==> src/rtl/pipe_fetch_stage.sv <==
// Purpose : fetch stage of the 5-stage ARM pipeline: owns the fetch PC, drives the imem
//           req/ack handshake, absorbs redirects, stalls and flushes, and loads IF/ID.
// Latency : ack in cycle N -> instruction visible on IF/ID in cycle N+1. Zero-wait memory gives 1 instr/cycle.
// Backpr. : stall_d holds IF/ID. A word acked under stall parks in a one-entry buffer (HOLD, no request).
// Ports   : clk/rst_n; hazard stall_d/flush_d; execute branch_taken_e/branch_target_e;
//           imem_req/imem_addr/imem_ack/imem_rdata; IF/ID instr_d/valid_d/pc_d/pc_plus8_d.
module pipe_fetch_stage #(
    parameter logic [31:0] RESET_PC = 32'h0000_0000
) (
    input  logic        clk,
    input  logic        rst_n,
    input  logic        stall_d,
    input  logic        flush_d,
    input  logic        branch_taken_e,
    input  logic [31:0] branch_target_e,
    output logic        imem_req,
    output logic [31:0] imem_addr,
    input  logic        imem_ack,
    input  logic [31:0] imem_rdata,
    output logic [31:0] instr_d,
    output logic        valid_d,
    output logic [31:0] pc_d,
    output logic [31:0] pc_plus8_d
);

    typedef enum logic [1:0] {
        ST_FETCH = 2'd0,
        ST_HOLD  = 2'd1,
        ST_DROP  = 2'd2
    } state_t;

    state_t      state_q, state_d;
    logic [31:0] pc_f_q, pc_f_d;
    logic [31:0] req_addr_q, req_addr_d;
    logic [31:0] hold_instr_q, hold_instr_d;
    logic [31:0] hold_pc_q, hold_pc_d;
    logic [31:0] ifid_instr_q, ifid_instr_d;
    logic        ifid_valid_q, ifid_valid_d;
    logic [31:0] ifid_pc_q, ifid_pc_d;
    logic [31:0] ifid_pc8_q, ifid_pc8_d;

    // Word-aligned redirect target; the low two bits of the request are ignored.
    logic [31:0] target;
    logic        unused_tgt_bits;
    assign target          = {branch_target_e[31:2], 2'b00};
    assign unused_tgt_bits = ^branch_target_e[1:0];

    // IF/ID load decisions made by the FSM, applied in one place below.
    logic        load_bubble;
    logic        load_word;
    logic [31:0] word_instr;
    logic [31:0] word_pc;

    // Request is gated by rst_n so it drops the moment reset is asserted.
    assign imem_req  = rst_n && (state_q != ST_HOLD);
    assign imem_addr = req_addr_q;

    always_comb begin
        state_d      = state_q;
        pc_f_d       = pc_f_q;
        req_addr_d   = req_addr_q;
        hold_instr_d = hold_instr_q;
        hold_pc_d    = hold_pc_q;
        load_bubble  = 1'b0;
        load_word    = 1'b0;
        word_instr   = imem_rdata;
        word_pc      = req_addr_q;

        case (state_q)
            ST_FETCH: begin
                if (branch_taken_e) begin
                    load_bubble = 1'b1;
                    if (imem_ack) begin
                        req_addr_d = target;
                    end else begin
                        // Request outstanding: remember target, discard its response.
                        pc_f_d  = target;
                        state_d = ST_DROP;
                    end
                end else if (imem_ack) begin
                    req_addr_d = req_addr_q + 32'd4;
                    if (stall_d) begin
                        hold_instr_d = imem_rdata;
                        hold_pc_d    = req_addr_q;
                        state_d      = ST_HOLD;
                        load_bubble  = flush_d;
                    end else if (flush_d) begin
                        load_bubble = 1'b1;
                    end else begin
                        load_word = 1'b1;
                    end
                end else begin
                    load_bubble = !stall_d || flush_d;
                end
            end

            ST_HOLD: begin
                if (branch_taken_e) begin
                    load_bubble = 1'b1;
                    req_addr_d  = target;
                    state_d     = ST_FETCH;
                end else if (flush_d) begin
                    // Keep the buffered word; it is delivered once decode can take it.
                    load_bubble = 1'b1;
                end else if (!stall_d) begin
                    load_word  = 1'b1;
                    word_instr = hold_instr_q;
                    word_pc    = hold_pc_q;
                    state_d    = ST_FETCH;
                end
            end

            ST_DROP: begin
                load_bubble = !stall_d || flush_d || branch_taken_e;
                if (branch_taken_e) begin
                    pc_f_d = target;
                    if (imem_ack) begin
                        req_addr_d = target;
                        state_d    = ST_FETCH;
                    end
                end else if (imem_ack) begin
                    req_addr_d = pc_f_q;
                    state_d    = ST_FETCH;
                end
            end

            default: begin
                state_d = ST_FETCH;
            end
        endcase
    end

    always_comb begin
        ifid_instr_d = ifid_instr_q;
        ifid_valid_d = ifid_valid_q;
        ifid_pc_d    = ifid_pc_q;
        ifid_pc8_d   = ifid_pc8_q;
        if (load_bubble) begin
            ifid_instr_d = 32'd0;
            ifid_valid_d = 1'b0;
            ifid_pc_d    = 32'd0;
            ifid_pc8_d   = 32'd0;
        end else if (load_word) begin
            ifid_instr_d = word_instr;
            ifid_valid_d = 1'b1;
            ifid_pc_d    = word_pc;
            ifid_pc8_d   = word_pc + 32'd8;
        end
    end

    always_ff @(posedge clk or negedge rst_n) begin
        if (!rst_n) begin
            state_q      <= ST_FETCH;
            pc_f_q       <= RESET_PC;
            req_addr_q   <= RESET_PC;
            hold_instr_q <= 32'd0;
            hold_pc_q    <= 32'd0;
            ifid_instr_q <= 32'd0;
            ifid_valid_q <= 1'b0;
            ifid_pc_q    <= 32'd0;
            ifid_pc8_q   <= 32'd0;
        end else begin
            state_q      <= state_d;
            pc_f_q       <= pc_f_d;
            req_addr_q   <= req_addr_d;
            hold_instr_q <= hold_instr_d;
            hold_pc_q    <= hold_pc_d;
            ifid_instr_q <= ifid_instr_d;
            ifid_valid_q <= ifid_valid_d;
            ifid_pc_q    <= ifid_pc_d;
            ifid_pc8_q   <= ifid_pc8_d;
        end
    end

    assign instr_d    = ifid_instr_q;
    assign valid_d    = ifid_valid_q;
    assign pc_d       = ifid_pc_q;
    assign pc_plus8_d = ifid_pc8_q;

endmodule

==> config.mk <==
export PLATFORM = sky130hd
export DESIGN_NAME = pipe_fetch_stage
export DESIGN_NICKNAME = d
export VERILOG_FILES = /design/src/rtl/pipe_fetch_stage.sv
export SDC_FILE = /design/constraint.sdc
export NUM_CORES = 1
export LEC_CHECK = 0
export CORE_ASPECT_RATIO = 0.7
export CORE_MARGIN = 5
export CORE_UTILIZATION = 50
export CTS_BUF_LIST = sky130_fd_sc_hd__clkbuf_2 sky130_fd_sc_hd__clkbuf_4 sky130_fd_sc_hd__clkbuf_8
export DETAILED_ROUTE_END_ITERATION = 16
export GPL_ROUTABILITY_DRIVEN = 0
export MAX_ROUTING_LAYER = met4
export PLACE_DENSITY = 0.76
export SLEW_MARGIN = 20
export SYNTH_ARGS = -nofsm -noshare
export SYNTH_HDL_FRONTEND = slang
export SYNTH_SLANG_ARGS = --single-unit
==> constraint.sdc <==
create_clock -name clk -period 2.9 [get_ports clk]
set_input_delay 0.58 -clock clk [delete_from_list [all_inputs] [get_ports clk]]
set_output_delay 0.58 -clock clk [all_outputs]
set_load 0.01 [all_outputs]
==> results of run 1 <==
## power groups by stage
stage / registers [W] / logic [W] / clock network [W]
5_1_grt: 0.00520 / 0.00697 / 0.00316
6_report: 0.00506 / 0.00639 / 0.00294
3_3_place_gp: 0.00502 / 0.00619 / 0
4_1_cts: 0.00504 / 0.00639 / 0.00299
3_5_place_dp: 0.00508 / 0.00635 / 0
2_1_floorplan: 0.00500 / 0.00364 / 0
## area by class of cell
type	instances	area [um2]	area share, %
repair buffers	299	2839	18.35
clock buffers	62	759.5	4.908
clock inverters	6	38.79	0.2507
multi-input cells	912	5808	37.54
inverters	20	75.07	0.4852
well taps	318	397.9	2.571
flip-flops and latches	222	5555	35.90
## synthesized netlist by cell type, types with 5 or more instances
library cell  number
o22a_1             5
a21oi_1           77
and4_1             5
clkbuf_1          92
xor2_1            11
and3_1            13
nor2_1           118
nand4_1           13
xnor2_1           16
o211ai_1          10
mux2_2            89
nor2b_1            8
mux2i_1           47
nor4_1            12
a311oi_1          37
nand2_1          163
a22o_1             7
a31oi_1            8
buf_1              8
a211oi_1          29
nand3_1           50
o21ai_0           86
a22oi_1            6
ha_1               7
o22ai_1            6
buf_2             10
nor3_1            21
inv_1             19
dfrtp_1          222
## logic make-up after synthesis
group / synth area share [%]
adder cells (fa/ha/maj): 0.7373
buffers and inverters: 4.582
AND/OR/NAND/NOR: 16.13
XOR/XNOR: 1.991
multiplexers: 12.40
AO/OA/AOI/OAI: 17.40
flip-flops: 46.77
## state kept, by name (all words and copies together), names as in the netlist
register,count
pc_f_q,30
hold_instr_q,32
pc_plus8_d,29
instr_d,32
valid_d,1
hold_pc_q,32
pc_d,32
state_q,2
imem_addr,32
## critical path: stages (launching register included)
cell and delay, ns:
dfrtp_1 0.38, inv_1 0.11, ha_1 0.18, or4b_4 0.57
nor3_1 0.40, o21bai_1 0.18, or4_1 0.51, mux2i_1 0.14
a31o_1 0.19
## worst max path at each step
stage | startpoint | endpoint | slack, ns | depth (start not counted)
floorplan | state_q[1] | pc_plus8_d[27] | -0.04 | 14
global placement | stall_d | pc_plus8_d[30] | -0.22 | 7
detailed placement | stall_d | pc_plus8_d[21] | -0.32 | 12
CTS | state_q[1] | pc_plus8_d[30] | 0.17 | 8
global route | state_q[1] | pc_plus8_d[26] | 0.02 | 10
finish | state_q[1] | pc_plus8_d[30] | 0.13 | 8
## what timing repair did
action | 4_1_cts | 5_1_grt
hold endpoints to repair | 6 | 0
resized for setup | 0 | 0
hold buffers | 1 | 0
## metal layers
metal / share of wire (%) / track usage [%]
met1: 44 / 36.84
met2: 45 / 40.74
met3: 8.0 / 6.532
met4: 2.6 / 7.396
met5: 0 / -
## metrics by stage
stage | TNS, ns | hold WS, ns | power (W) | worst slack, ns
finish | 0 | 0.4340 | 0.01440 | 0.1298
floorplan | -0.04364 | 0.2844 | 0.008637 | -0.04364
CTS | 0 | 0.4201 | 0.01443 | 0.1684
detailed placement | -5.210 | 0.3873 | 0.01143 | -0.3195
global route | 0 | 0.4340 | 0.01533 | 0.01640
global placement | -3.105 | 0.3870 | 0.01122 | -0.2171
==> impl_metrics.json, run 1 <==
{
  "synth_area_leaders": "dfrtp_1, mux2_2, nand2_1",
  "core_area_um2": 23520,
  "grt_pass1_wl_um": 58660,
  "pwr-share-clk_pct": 20.4,
  "setup_viol": 0,
  "post-route-period-util_pct": 95.52,
  "path_max_fanout": 9,
  "cts_root_buffer": "clkbuf_8",
  "power.switching_w": 0.005564,
  "ios": 200,
  "io_buffers": 197,
  "status": "completed",
  "hold_path_class": "in -> async",
  "wl_um": 36280,
  "wl_per_cell_um": 19.73,
  "fmax_mhz": 361.0,
  "nets": 1570,
  "overflow": 0,
  "cts_tree": "yes",
  "total_leakage_power_nw": 6.485,
  "tightestPinTransition_ns": 0.9215,
  "max-slew-margin-rel_pct": 38.30,
  "grt_pass1_vias": 10850,
  "drive_gt1_share_pct": 17.82,
  "rr_worst_depth": 8,
  "final_cell_mix": "dfrtp_1, clkdlybuf4s50_1, nand2_1, nor2_1, buf_4",
  "end_kind": "flip-flop",
  "instances_no_fill": 1839,
  "pwr-share-seq_pct": 35.2,
  "diodes": 0,
  "die_w_um": 194.2,
  "syn_area_um2": 11880,
  "synth_area_per_cell_um2": 9.353,
  "ys.flop_type": "dfrtp_1",
  "rows": 47,
  "swShare_pct": 38.64,
  "floorplan.initialDensity_pct": 50.50,
  "dp_hpwl_um": 25150,
  "drt.antenna.violating_nets": 0,
  "ys_seq_area_share_pct": 46.77,
  "cts_setup_buffers": 0,
  "drc": 0,
  "rsz0062_at_grt": "no",
  "area_growth_pct": 30.26,
  "stdcell_area_um2": 15470,
  "final_common_cell": "dfrtp_1",
  "clock_latency_ns": 0.54,
  "syn_inst": 1270,
  "startpoint_type": "flip-flop",
  "period_minus_slack_ns": 2.770,
  "via_per_inst": 5.947,
  "rrSetupSlack_ns": 0.13,
  "path_clk_slew_ns": 0.06,
  "synth_enable_flop_cells": 0,
  "antenna_found_initial": 0,
  "cts_max_path_buffers": 3,
  "yosysTopAreaCell": "dfrtp_1",
  "synth-seq-cells": 222,
  "hold_viol_final": 0,
  "cp_data_required_time_ns": 3.32,
  "drtIter0Drc": 969,
  "powerDensity_nw_per_um2": 930.5,
  "drv_slew": 0,
  "first_pass_iters": 5,
  "placed_area_um2": 14660,
  "dieHeight_um": 139.0,
  "r2r_end": "pc_plus8_d[30]",
  "reg2reg_from": "state_q[1]",
  "yosys.area.top_type_share_pct": 46.77,
  "synth_cell_types": 67,
  "timing.max_cap.violations": 0,
  "dieArea_um2": 26990,
  "place_inst": 1770,
  "criticalPathCategory": "reg -> reg",
  "async_flop_share_pct": 100.0,
  "h-tree-depth": 2,
  "p_int_w": 0.008835,
  "worstPathArrival_ns": 3.19,
  "via_count": 10940,
  "clock_sinks": 222,
  "grt_usage_pct": 27.01,
  "fillers": 1933,
  "grt_max_degree": 144,
  "skew_ns": 0.02127,
  "yosys_warnings": 0,
  "final_core_util_pct": 65.78,
  "combPwrFrac_pct": 44.4,
  "numCtsBuffers": 38,
  "synth.net_count": 1347,
  "peakVddDrop_mv": 0.5535
}
(Power assumes the default switching activity.)
==> inputs of run 2 (changes only) <==
SLEW_MARGIN = not set   (was 20)
==> impl_metrics.json, run 2 (synthesis gave the netlist of run 1 again) <==
{
  "status": "completed",
  "pwr-share-seq_pct": 35.1,
  "drtIter0Drc": 988,
  "core_area_um2": 23520,
  "end_kind": "flip-flop",
  "skew_ns": 0.02681,
  "drc": 0,
  "hold_viol_final": 0,
  "rows": 47,
  "stdcell_area_um2": 15470,
  "total_leakage_power_nw": 6.484,
  "fin_ws_ns": 0.1123,
  "wl_per_cell_um": 19.66,
  "post-route-period-util_pct": 96.13,
  "cts_resized": 0,
  "grt_pass1_vias": 10850,
  "die_w_um": 194.2,
  "rr_worst_depth": 8,
  "pwr-share-clk_pct": 20.4,
  "tightestPinTransition_ns": 0.9743,
  "drt.antenna.violating_nets": 0,
  "area_growth_pct": 30.23,
  "path_max_fanout": 9,
  "timing.max_cap.violations": 0,
  "powerDensity_nw_per_um2": 930.5,
  "floorplan.initialDensity_pct": 50.50,
  "path_clk_slew_ns": 0.06,
  "startpoint_type": "flip-flop",
  "grt_pass1_wl_um": 58660,
  "power.switching_w": 0.005559,
  "cp_data_required_time_ns": 3.32,
  "final_common_cell": "dfrtp_1",
  "overflow": 0,
  "reg2reg_from": "state_q[1]",
  "clock_latency_ns": 0.55,
  "place_inst": 1770,
  "drive_gt1_share_pct": 17.82,
  "ios": 200,
  "rsz0062_at_grt": "no",
  "dieArea_um2": 26990,
  "period_minus_slack_ns": 2.788,
  "nets": 1570,
  "rrSetupSlack_ns": 0.11,
  "first_pass_iters": 5,
  "fin_setup_tns_ns": 0,
  "cts_hold_buf": 1,
  "dpl_worst_slack_ns": -0.3195,
  "placed_area_um2": 14660,
  "cts_tree": "yes",
  "clock_sinks": 222,
  "criticalPathCategory": "reg -> reg",
  "final_cell_mix": "dfrtp_1, clkdlybuf4s50_1, nand2_1, nor2_1, buf_4",
  "diodes": 0,
  "p_int_w": 0.008835,
  "wl_um": 36150,
  "worstPathArrival_ns": 3.21,
  "cts_max_path_buffers": 3,
  "peakVddDrop_mv": 0.5583,
  "via_count": 10910,
  "cts_root_buffer": "clkbuf_8",
  "drv_slew": 0,
  "hold_path_class": "in -> async",
  "numCtsBuffers": 38,
  "grt_usage_pct": 27.01,
  "cts_setup_buffers": 0,
  "via_per_inst": 5.932,
  "r2r_end": "pc_plus8_d[30]",
  "grt_max_degree": 144,
  "setup_viol": 0,
  "instances_no_fill": 1839,
  "combPwrFrac_pct": 44.4,
  "fmax_mhz": 358.7,
  "dieHeight_um": 139.0,
  "swShare_pct": 38.62,
  "max-slew-margin-rel_pct": 35.04,
  "io_buffers": 197,
  "antenna_found_initial": 0,
  "dp_hpwl_um": 25150,
  "h-tree-depth": 2
}
-- run 2: critical path, cell delays in order (launching register included) --
cell and delay [ns]:
dfrtp_1 0.38, inv_1 0.11, ha_1 0.18, or4b_4 0.57, nor3_1 0.42, o21bai_1 0.17
or4_1 0.51, mux2i_1 0.14, a31o_1 0.19
-- run 2: area by class of cell --
type | count | area (um2)
multi-input cells | 912 | 5808
repair buffers | 299 | 2835
clock buffers | 62 | 759.5
clock inverters | 6 | 38.79
inverters | 20 | 75.07
flip-flops and latches | 222 | 5555
fillers | 1935 | 8053
well taps | 318 | 397.9
-- run 2: per-layer routing --
layer / track usage, % / share of wire [%] / vias to the layer above
met5: - / 0 / -
met4: 7.396 / 2.6 / 0
met3: 6.532 / 8.1 / 75
met2: 40.74 / 45 / 447
met1: 36.84 / 44 / 5364
li1: - / - / 5023
-- run 2: worst max path at each step --
stage          cells after the start       start        endpoint  slack (ns)
2_1_floorplan                     14  state_q[1]  pc_plus8_d[27]       -0.04
3_3_place_gp                       7     stall_d  pc_plus8_d[30]       -0.22
3_5_place_dp                      12     stall_d  pc_plus8_d[21]       -0.32
4_1_cts                            8  state_q[1]  pc_plus8_d[30]        0.17
5_1_grt                           10  state_q[1]  pc_plus8_d[26]        0.02
6_report                           8  state_q[1]  pc_plus8_d[30]        0.11
-- run 2: power by group through the flow --
stage	Sequential, W	Combinational (W)	Clock (W)
final	0.00506	0.00639	0.00294
after global routing	0.00520	0.00697	0.00316
after CTS	0.00504	0.00639	0.00299
after detailed placement	0.00508	0.00635	0
after global placement	0.00502	0.00619	0
after floorplan	0.00500	0.00364	0
-- run 2: through the flow --
step                total power (W)  utilization, %  hold slack (ns)
detailed placement          0.01143           62.33           0.3873
finish                      0.01439           65.77           0.4260
CTS                         0.01443           65.77           0.4201
floorplan                  0.008637               -           0.2844
global route                0.01533           65.77           0.4325
global placement            0.01122           62.33           0.3870
